$ cat src/rtl/instr_decode_queue.sv
// DEPTH-entry instruction FIFO with valid/ready on both sides; the head word is decoded into control fields.
// Optional macro IR_RETIRE_CNT_EN adds a 16-bit retire_count output that counts pops.
module instr_decode_queue #(
  parameter int INSTR_W   = 8,
  parameter int REG_SEL_W = 2,
  parameter int DEPTH     = 2
) (
  input  logic                      clk,
  input  logic                      reset,
  input  logic                      flush,
  input  logic [INSTR_W-1:0]        in_instr,
  input  logic                      in_valid,
  output logic                      in_ready,
  output logic                      out_valid,
  input  logic                      out_ready,
  output logic [INSTR_W-1:0]        instr_out,
  output logic [2:0]                opcode,
  output logic [1:0]                jump_opcode_check,
  output logic                      funct,
  output logic [REG_SEL_W-1:0]      rs,
  output logic [REG_SEL_W-1:0]      rt,
  output logic [REG_SEL_W-1:0]      i_immediate,
  output logic [INSTR_W-4:0]        j_immediate,
  output logic [$clog2(DEPTH):0]    count
`ifdef IR_RETIRE_CNT_EN
  ,
  output logic [15:0]               retire_count
`endif
);
  localparam int PTR_W = $clog2(DEPTH);
  localparam int CNT_W = PTR_W + 1;

  logic [INSTR_W-1:0] mem_q [DEPTH];
  logic [INSTR_W-1:0] mem_d [DEPTH];
  logic [PTR_W-1:0]   wr_ptr_q, wr_ptr_d;
  logic [PTR_W-1:0]   rd_ptr_q, rd_ptr_d;
  logic [CNT_W-1:0]   count_q, count_d;
  logic               push, pop;

  // Ready depends only on occupancy, never on out_ready, so no comb path crosses the queue.
  assign in_ready  = (count_q != CNT_W'(DEPTH));
  assign out_valid = (count_q != '0);
  assign push      = in_valid && in_ready;
  assign pop       = out_valid && out_ready;

  always_comb begin
    mem_d    = mem_q;
    wr_ptr_d = wr_ptr_q;
    rd_ptr_d = rd_ptr_q;
    count_d  = count_q;
    if (flush) begin
      wr_ptr_d = '0;
      rd_ptr_d = '0;
      count_d  = '0;
    end else begin
      if (push) begin
        mem_d[wr_ptr_q] = in_instr;
        wr_ptr_d        = wr_ptr_q + 1'b1;
      end
      if (pop) rd_ptr_d = rd_ptr_q + 1'b1;
      count_d = count_q + CNT_W'(push) - CNT_W'(pop);
    end
  end

  always_ff @(posedge clk) begin
    if (reset) begin
      for (int i = 0; i < DEPTH; i++) mem_q[i] <= '0;
      wr_ptr_q <= '0;
      rd_ptr_q <= '0;
      count_q  <= '0;
    end else begin
      mem_q    <= mem_d;
      wr_ptr_q <= wr_ptr_d;
      rd_ptr_q <= rd_ptr_d;
      count_q  <= count_d;
    end
  end

`ifdef IR_RETIRE_CNT_EN
  logic [15:0] retire_q, retire_d;

  // Flush discards the pop, so a flushed cycle retires nothing; only reset clears the total.
  always_comb begin
    retire_d = retire_q;
    if (pop && !flush) retire_d = retire_q + 16'd1;
  end

  always_ff @(posedge clk) begin
    if (reset) retire_q <= '0;
    else       retire_q <= retire_d;
  end

  assign retire_count = retire_q;
`endif

  assign count     = count_q;
  assign instr_out = out_valid ? mem_q[rd_ptr_q] : '0;

  assign opcode            = instr_out[INSTR_W-1:INSTR_W-3];
  assign jump_opcode_check = instr_out[INSTR_W-1:INSTR_W-2];
  assign funct             = instr_out[INSTR_W-4];
  assign rs                = instr_out[2*REG_SEL_W-1:REG_SEL_W];
  assign rt                = instr_out[REG_SEL_W-1:0];
  assign i_immediate       = instr_out[2*REG_SEL_W-1:REG_SEL_W];
  assign j_immediate       = instr_out[INSTR_W-4:0];
endmodule

$ cat config.mk
export PLATFORM = sky130hd
export DESIGN_NAME = instr_decode_queue
export DESIGN_NICKNAME = d
export VERILOG_FILES = /design/src/rtl/instr_decode_queue.sv
export SDC_FILE = /design/constraint.sdc
export NUM_CORES = 1
export LEC_CHECK = 0
export CAP_MARGIN = 5
export CORE_MARGIN = 8
export CORE_UTILIZATION = 47
export DETAILED_ROUTE_END_ITERATION = 16
export PLACE_DENSITY = 0.84
export RECOVER_POWER = 50
export SLEW_MARGIN = 10
export SYNTH_ARGS = -nofsm -noshare
export SYNTH_HDL_FRONTEND = slang
export SYNTH_SLANG_ARGS = --single-unit
$ cat constraint.sdc
create_clock -name clk -period 4.6 [get_ports clk]
set_clock_uncertainty 0.05 [all_clocks]
set_input_delay 1.15 -clock clk [delete_from_list [all_inputs] [get_ports clk]]
set_output_delay 1.15 -clock clk [all_outputs]
set_load 0.005 [all_outputs]
== Word-level counts from Yosys, hierarchy flattened ==
Cells that the tools add are included.

* Magnitude comparators: 3
* Reductions and logical operators: 6
* Bitwise gates (word level): 3
* Mux-type cells: 7
* Equal/unequal tests: 1
* Add/sub/neg operators: 4

{| class="wikitable"
|+ Operator list
! cell !! count
|-
| 8-bit two-way mux || 5
|-
| 16-bit bitwise mux || 1
|-
| 8-bit demux with 1-bit select || 1
|-
| 2-bit >= comparator (second input constant) || 2
|-
| 1-bit inverter with 2-bit output || 2
|-
| 1-bit logical AND || 3
|-
| 1-bit adder (second input constant) || 2
|-
| 2-bit by 1-bit adder with 2-bit output || 1
|-
| 2-bit by 1-bit less-than comparator with 1-bit output (second input constant) || 1
|-
| 2-bit != test (second input constant) || 1
|-
| 2-bit AND reduction || 1
|-
| 2-bit nonzero test || 1
|-
| 2-bit OR reduction || 1
|-
| 2-bit by 1-bit subtractor with 2-bit output || 1
|-
| 1-bit inverter || 1
|}

* Bits in registers: 20
* Output and inout bits: 29
* Word-level logic and storage cells: 29
* Input port bits: 13

== Longest topological paths before layout ==
Gate-level depths: netlist of the first run.

* Depth after elaboration: 6
* Depth in mapped cells: 7
* Depth with buffers taken out: 7

== Worst setup path after synthesis of the first run ==
No wires, ideal clock.

* Kind: flip-flop to output port
* From: register count_q[0], in the netlist count[0]
* To: output port instr_out[2]
* Setup slack: 2.392 ns
* Cell stages (with the launch flop): 4
* Arrival time: 1.008 ns
* Buffers on the path: 1
* Required time: 3.400 ns
* Path through: dfxtp_1 -> nor2_1 -> nor2_1 -> buf_4

* Word-level cells in the longest chain between the ends: 2

{| class="wikitable"
|+ Ends and longest elaborated chain
! item !! RTL line !! source
|-
| start: declaration || 37 || <nowiki>logic [CNT_W-1:0] count_q, count_d;</nowiki>
|-
| start signal: assignment || 75 || <nowiki>count_q <= count_d;</nowiki>
|-
| 2-bit nonzero test || 42 || <nowiki>assign out_valid = (count_q != '0);</nowiki>
|-
| 8-bit two-way mux || 97 || <nowiki>assign instr_out = out_valid ? mem_q[rd_ptr_q] : '0;</nowiki>
|-
| end: declaration || 16 || <nowiki>output logic [INSTR_W-1:0] instr_out,</nowiki>
|}

Every way passes these cells.

== Final worst setup path of the first run ==
* From: input port in_valid
* To: register mem_q[9] (netlist name)

* Word-level cells in the longest chain between the ends: 2

{| class="wikitable"
|+ Ends and longest elaborated chain
! item !! RTL line !! source
|-
| start: declaration || 12 || <nowiki>input logic in_valid,</nowiki>
|-
| 1-bit logical AND || 43 || <nowiki>assign push = in_valid && in_ready;</nowiki>
|-
| 2-bit AND reduction (no source line) || - ||
|-
| end signal: assignment || 72 || <nowiki>mem_q <= mem_d;</nowiki>
|-
| end: declaration || 33 || <nowiki>logic [INSTR_W-1:0] mem_q [DEPTH];</nowiki>
|}

Every way passes these cells.
A chain may end at the register's enable or synchronous reset.

==> key figures, run 1 <==
Outcome
  • Status: complete, but fails checks
  • Violated checks: capacitance limit, slew limit

STA
  • Setup Viol. Count Final: 0
  • TNS Setup: 0 ns
  • Slew Limit Headroom: -36.1%
  • Tmin final: between 3 and 4 ns
  • Final hold vios: 0
  • Worst-margin pin slew: slightly above 2 ns
  • RSZ-0062 raised after global routing: no
  • Slew Viols, Final: 9
  • Final period util: about four fifths
  • Max Freq: 275 MHz

Power
  • Clk pwr share: 30.3%
  • P_leak: between 0.5 and 0.6 nW
  • Power Density: 231 nW/um^2
  • Worst VDD drop: 0.177 mV
  • Power, Total: 0.338 mW
  • Sequential share of power: approximately 55%
  • Net Sw Power: 0.0801 mW
  • Share of total power in combinational logic: 15.3%
  • P_int: 0.258 mW
  • Switching Share: a little under a quarter

Global routing
  • GRT Overall Usage: 11.6%
  • Antenna violations before repair: 0
  • First-pass GRT wire length: roughly 3900 um
  • Grt ovf: 0
  • Largest net degree at the start of global routing: 28
  • Vias in the first global route: roughly 890

Route
  • Total wire length: around 2400 um
  • WL/cell: 13.7 um
  • Wire length on met3: about 130 um
  • Vias per cell: roughly 5
  • Iter 0 DRT Violations: 13
  • # DRC: 0
  • Routed via count: approximately 870
  • Antenna Violating Nets Remaining: 0
  • DRT Pass-1 Iters: 2
  • Wire length on met2: 1320 um
  • Top sig layer: met4
  • M1 WL: just over 900 um

Finish
  • Final Util: 61.3%
  • Nets: around 160
  • Diodes inserted: 0
  • Fill cells: about 220
  • Fraction of layout cells with a size suffix above 1: 4.76%
  • Area growth, synth to finish: 28.2%

Logic synthesis
  • Cell taking the most area after synthesis: dfxtp_1
  • Register area share after synthesis: approximately a third
  • Count leader, synth: mux2i_1
  • Syn nets: 137
  • Most area-consuming cells after synthesis: dfxtp_1 (35%), mux2i_1 (22%), nand2b_1 (13%), buf_4 (12%), nor2_1 (3.9%)
  • Mean Syn Cell Area: approximately 9.3 um^2
  • EDFF count, synth: 0
  • Distinct cells, synth: 24
  • Mapped Area: ~1100 um^2
  • Seq cells post-synth: 20
  • Post-synthesis cell count: 123
  • Most used DFF post-synth: dfxtp_1
  • Top-area cell type share of the netlist area: 35.1%
  • Syn. warnings: 0
  • Ys async rst share: 0%
  • Top cells by count, synth: mux2i_1 (25), nand2b_1 (24), dfxtp_1 (20)

Setup path
  • CP Depth: 4
  • Crit path max fanout: 8
  • Cell count of the worst reg-to-reg path: 3
  • Max incr delay on CP: about 1.6 ns
  • Data arrival time of the critical path: roughly 3.7 ns
  • Worst path top cell family by delay: simple AND/OR/NAND/NOR gates
  • R2r endpoint: mem_q[9]
  • Crit path capture type: register
  • Startpoint Class: input port
  • CP required: 4.67 ns
  • CP cell instances: dlygate4sd3_1 -> inv_1 -> nor4_1 -> mux2i_1
  • Worst Path Buf+Inv: 2
  • Crit Path Category: in -> reg
  • Slowest CP cell: nor4_1
  • Worst reg2reg startpoint: count[0]
  • Worst reg2reg setup slack: around 2 ns

Floorplan
  • Die Footprint: between 4000 and 5000 um^2
  • Die height: between 60 and 70 um
  • Die span in x: 65.3 um
  • Rows: 18
  • Core area: roughly 2400 um^2
  • Ports: between 40 and 50
  • Initial core utilization: a little under half

Clocking
  • CTS-repair resized insts: 0
  • Longest Clk Path Bufs: 2
  • CTS buffer count: 3
  • H-tree depth: 1
  • Hold buffers post-CTS: 0
  • Skew-Pair Late Insertion Delay: roughly 0.30 ns
  • Post-CTS Setup Inserts: 0
  • Clock tree from TritonCTS: built
  • Clock transition at path regs: 0.11 ns
  • Sink Count: 20
  • Clock Root Buffer: clkbuf_4

Worst hold path
  • Hold Path Depth: 2
  • Hold Crit Class: reg -> reg
  • Worst hold start: mem_q[13]
  • Hold EP: mem_q[13]

Placed design
  • Post-DP HPWL: between 1500 and 2000 um
  • Port Buf Inserts: around 40
  • Placer congestion estimate: around 0.76

Run
  • Max_cap viols: 1
## area by class of cell
class | count | area (um^2) | share of cell area, %
sequential | 20 | 400 | 27.4
tap | 30 | 37.5 | 2.57
timing repair buffer | 41 | 410 | 28.1
clock buffer | 4 | 36.3 | 2.48
inverter | 3 | 11.3 | 0.770
multi-input combinational | 79 | 567 | 38.8
## how the worst max path moves through the flow
stage | slack, ns | end | start
final | 0.97 | mem_q[9] | in_valid
after global routing | 0.68 | mem_q[12] | in_valid
after global placement | 1.78 | mem_q[12] | in_valid
after detailed placement | 1.73 | mem_q[9] | in_valid
after CTS | 1.43 | i_immediate[1] | rd_ptr_q
after floorplan | 2.39 | instr_out[2] | count[0]
## registers in the layout, summed over array words and instances (netlist names)
signal    cells
wr_ptr_q      1
count         2
rd_ptr_q      1
mem_q        16
## metal layers
metal  GRT usage, %  up-vias
li1               -      438
met1           10.3      410
met2           23.0       19
met3           2.21        4
met4           7.36        0
met5              0        -
## tightest hold or removal path, stage by stage (launching register included)
cell	delay, ns
dfxtp_1	0.33
nand2b_1	0.06
mux2i_1	0.05
## metrics by stage
step / cell area [um^2] / hold WS [ns] / worst slack [ns] / std cells
6_report: 1460 / 0.430 / 0.969 / 177
5_1_grt: 1460 / 0.448 / 0.683 / 177
4_1_cts: 1480 / 0.435 / 1.43 / 177
3_5_place_dp: 1440 / 0.416 / 1.73 / 173
3_3_place_gp: 1440 / 0.408 / 1.78 / 173
2_1_floorplan: 1140 / 0.398 / 2.39 / 123
## placed cells by master, fill, tap and decap left out, types with 2 or more instances in the layout
cell type / n
a21oi_1: 2
clkbuf_4: 3
clkdlybuf4s50_1: 33
dfxtp_1: 20
dlygate4sd3_1: 8
inv_1: 3
mux2i_1: 25
nand2b_1: 24
nor2_1: 12
o21ai_0: 3
## power by group through the flow
stage	sequential (mW)	combinational, mW	clock, mW
finish	0.184	0.0517	0.102
global route	0.185	0.0571	0.114
CTS	0.185	0.0553	0.105
detailed placement	0.189	0.0551	0
global placement	0.188	0.0539	0
floorplan	0.187	0.0318	0
## cells by family after synthesis
kind of cell	after synthesis	synth area share, %
mux	25	21.9
simple gates	45	23.4
xor+xnor	1	0.768
compound gates	7	3.84
fa+ha+maj	1	1.10
flops	20	35.1
buf+inv	24	13.9
Power figures use the tool's default switching activity.
==> run 2, diff against run 1 <==
- CORE_UTILIZATION: 47 -> 44
- PLACE_DENSITY: 0.84 -> 0.79
- clock period: 4.6 -> 3.55 ns (I/O delays scaled with it)
==> key figures, run 2 (synthesis gave the netlist of run 1 again) <==
Worst hold path
  • Hold Crit Class: reg -> reg
  • Worst hold start: mem_q[11]

STA
  • Slew Viols, Final: 0 (-9)
  • Final WS setup: 0.686 ns (-0.283 ns)
  • Slew Limit Headroom: 23.7% (+60 points)
  • Max Freq: roughly 350 MHz
  • Setup Viol. Count Final: 0 (unchanged)
  • TNS Setup: 0 ns (unchanged)
  • Final hold vios: 0 (unchanged)
  • Tmin final: between 2 and 3 ns
  • Final period util: 80.7%
  • Worst-margin pin slew: 1.14 ns (-0.887 ns)
  • RSZ-0062 raised after global routing: no

Placed design
  • Port Buf Inserts: 41 (unchanged)
  • Area after DPL: 1440 um^2 (unchanged)
  • Post-DP HPWL: 1860 um (-1.8%)
  • Placer congestion estimate: 0.756 (-0.80%)
  • Inst Count DP: 173 (unchanged)
  • Place WS: 0.940 ns (-0.788 ns)

Power
  • Power Density: 296 nW/um^2 (+28%)
  • Sequential share of power: 55.0% (+0.5 points)
  • Worst VDD drop: 0.237 mV (+34%)
  • P_int: 0.335 mW (+30%)
  • Net Sw Power: 0.0997 mW (+24%)
  • Switching Share: 22.9% (-0.73 points)
  • Share of total power in combinational logic: 15.7% (+0.4 points)
  • Clk pwr share: 29.3% (-1.0 points)
  • P_leak: 0.572 nW (about the same)

Setup path
  • Crit path capture type: primary output
  • Worst Setup SP: count[0]
  • CP required: 2.61 ns (-2.06 ns)
  • Crit path max fanout: 9 (+1)
  • Worst reg2reg startpoint: count[0]
  • Crit Path Category: reg -> out
  • Data arrival time of the critical path: 1.93 ns (-1.77 ns)
  • Startpoint Class: register

Finish
  • Area growth, synth to finish: 28.7%
  • Top register by number of flip-flops: mem_q
  • Final Util: 59.3% (-2.0 points)
  • Fraction of layout cells with a size suffix above 1: 5.44% (+0.68 points)
  • Commonest non-fill, non-tap cell in the layout: clkdlybuf4s50_1
  • Max reg flops: 16 (unchanged)
  • Most frequent cells in the layout: clkdlybuf4s50_1 (35), mux2i_1 (25), nand2b_1 (24)
  • Diodes inserted: 0 (unchanged)
  • Finished Cell Area: 1470 um^2 (+0.43%)
  • Non-filler cells in the finished layout: 177 (unchanged)
  • Nets: 162 (unchanged)

Route
  • DRT Pass-1 Iters: 4 (+2)
  • Total wire length: 2410 um (-0.66%)
  • Antenna Violating Nets Remaining: 0 (unchanged)
  • # DRC: 0 (unchanged)
  • Iter 0 DRT Violations: 31 (+18)
  • Vias per cell: 4.91 (-0.23%)
  • WL/cell: 13.6 um (-0.66%)
  • Routed via count: 869 (-0.23%)

Floorplan
  • Core area: 2480 um^2 (+3.8%)
  • Die Footprint: 4480 um^2 (+5.1%)
  • Die span in x: 66.9 um (+2.5%)
  • Die height: 66.9 um (+2.5%)
  • Ports: 42 (unchanged)
  • Initial core utilization: 46.1% (-1.7 points)
  • Rows: 18 (unchanged)

Clocking
  • CTS buffer count: 3 (unchanged)
  • Hold buffers post-CTS: 0 (unchanged)
  • Clock transition at path regs: 0.10 ns (about the same)
  • Clock Root Buffer: clkbuf_4
  • Sink Count: 20 (unchanged)
  • H-tree depth: 1 (unchanged)
  • Skew-Pair Late Insertion Delay: 0.29 ns (about the same)
  • CTS-repair resized insts: 0 (unchanged)
  • Clock tree from TritonCTS: built
  • Longest Clk Path Bufs: 2 (unchanged)
  • Post-CTS Setup Inserts: 0 (unchanged)

Global routing
  • GRT Overall Usage: 11.0% (-0.62 points)
  • Met1 usage in global routing: 11.6% (+1.2 points)
  • Vias in the first global route: 863 (-2.7%)
  • Grt ovf: 0 (unchanged)
  • First-pass GRT wire length: 3860 um (-2.1%)
  • Antenna violations before repair: 0 (unchanged)
  • Gr busiest metal: met2
  • GR Util met3: 1.01% (-1.2 points)
  • Met2 Use GR: 20.2% (-2.8 points)
  • Largest net degree at the start of global routing: 28 (unchanged)

Run
  • Max_cap viols: 0 (-1)

Outcome
  • Status: complete, no violations
-- run 2: cell types whose count changed in the layout (fill, tap and decap cells not counted), sizes merged --
cell	before	now
dlygate4sd3	8	6
clkdlybuf4s50	33	35
-- run 2: cell type report --
cell class              count  area [um^2]
clock buffers               4         36.3
fillers                   223         1010
inverters                   3         11.3
multi-input cells          79          573
flip-flops and latches     20          400
well taps                  30         37.5
repair buffers             41          410
-- run 2: layer usage --
metal / routed length, um / vias up
li1: - / 438
met1: 1010 / 408
met2: 1230 / 21
met3: 130 / 2
met4: 36 / 0
met5: 0 / -
-- run 2: through the flow --
step           hold slack, ns  total power, mW
4_1_cts                 0.429            0.446
6_report                0.425            0.435
2_1_floorplan           0.398            0.283
5_1_grt                 0.462            0.466
3_5_place_dp            0.414            0.316
3_3_place_gp            0.407            0.313
-- run 2: worst paths after layout --
check                           slack [ns]              to  depth (start not counted)
worst max-delay path                  0.69  i_immediate[0]                          3
worst min-delay path                  0.43       mem_q[11]                          2
worst max register to register        1.70        mem_q[8]                          3
worst min register to register        0.43       mem_q[11]                          2
-- run 2: power groups by stage --
stage	logic (mW)	registers (mW)	clock network (mW)
finish	0.0681	0.239	0.127
CTS	0.0721	0.239	0.135
global placement	0.0696	0.244	0
detailed placement	0.0719	0.244	0
floorplan	0.0412	0.242	0
global route	0.0753	0.240	0.150
-- run 2: worst max-delay path, cell delays in order, from the launching register on --
cell and delay, ns:
dfxtp_1 0.39, nor2_1 0.55, nor2_1 0.20, clkdlybuf4s50_1 0.50
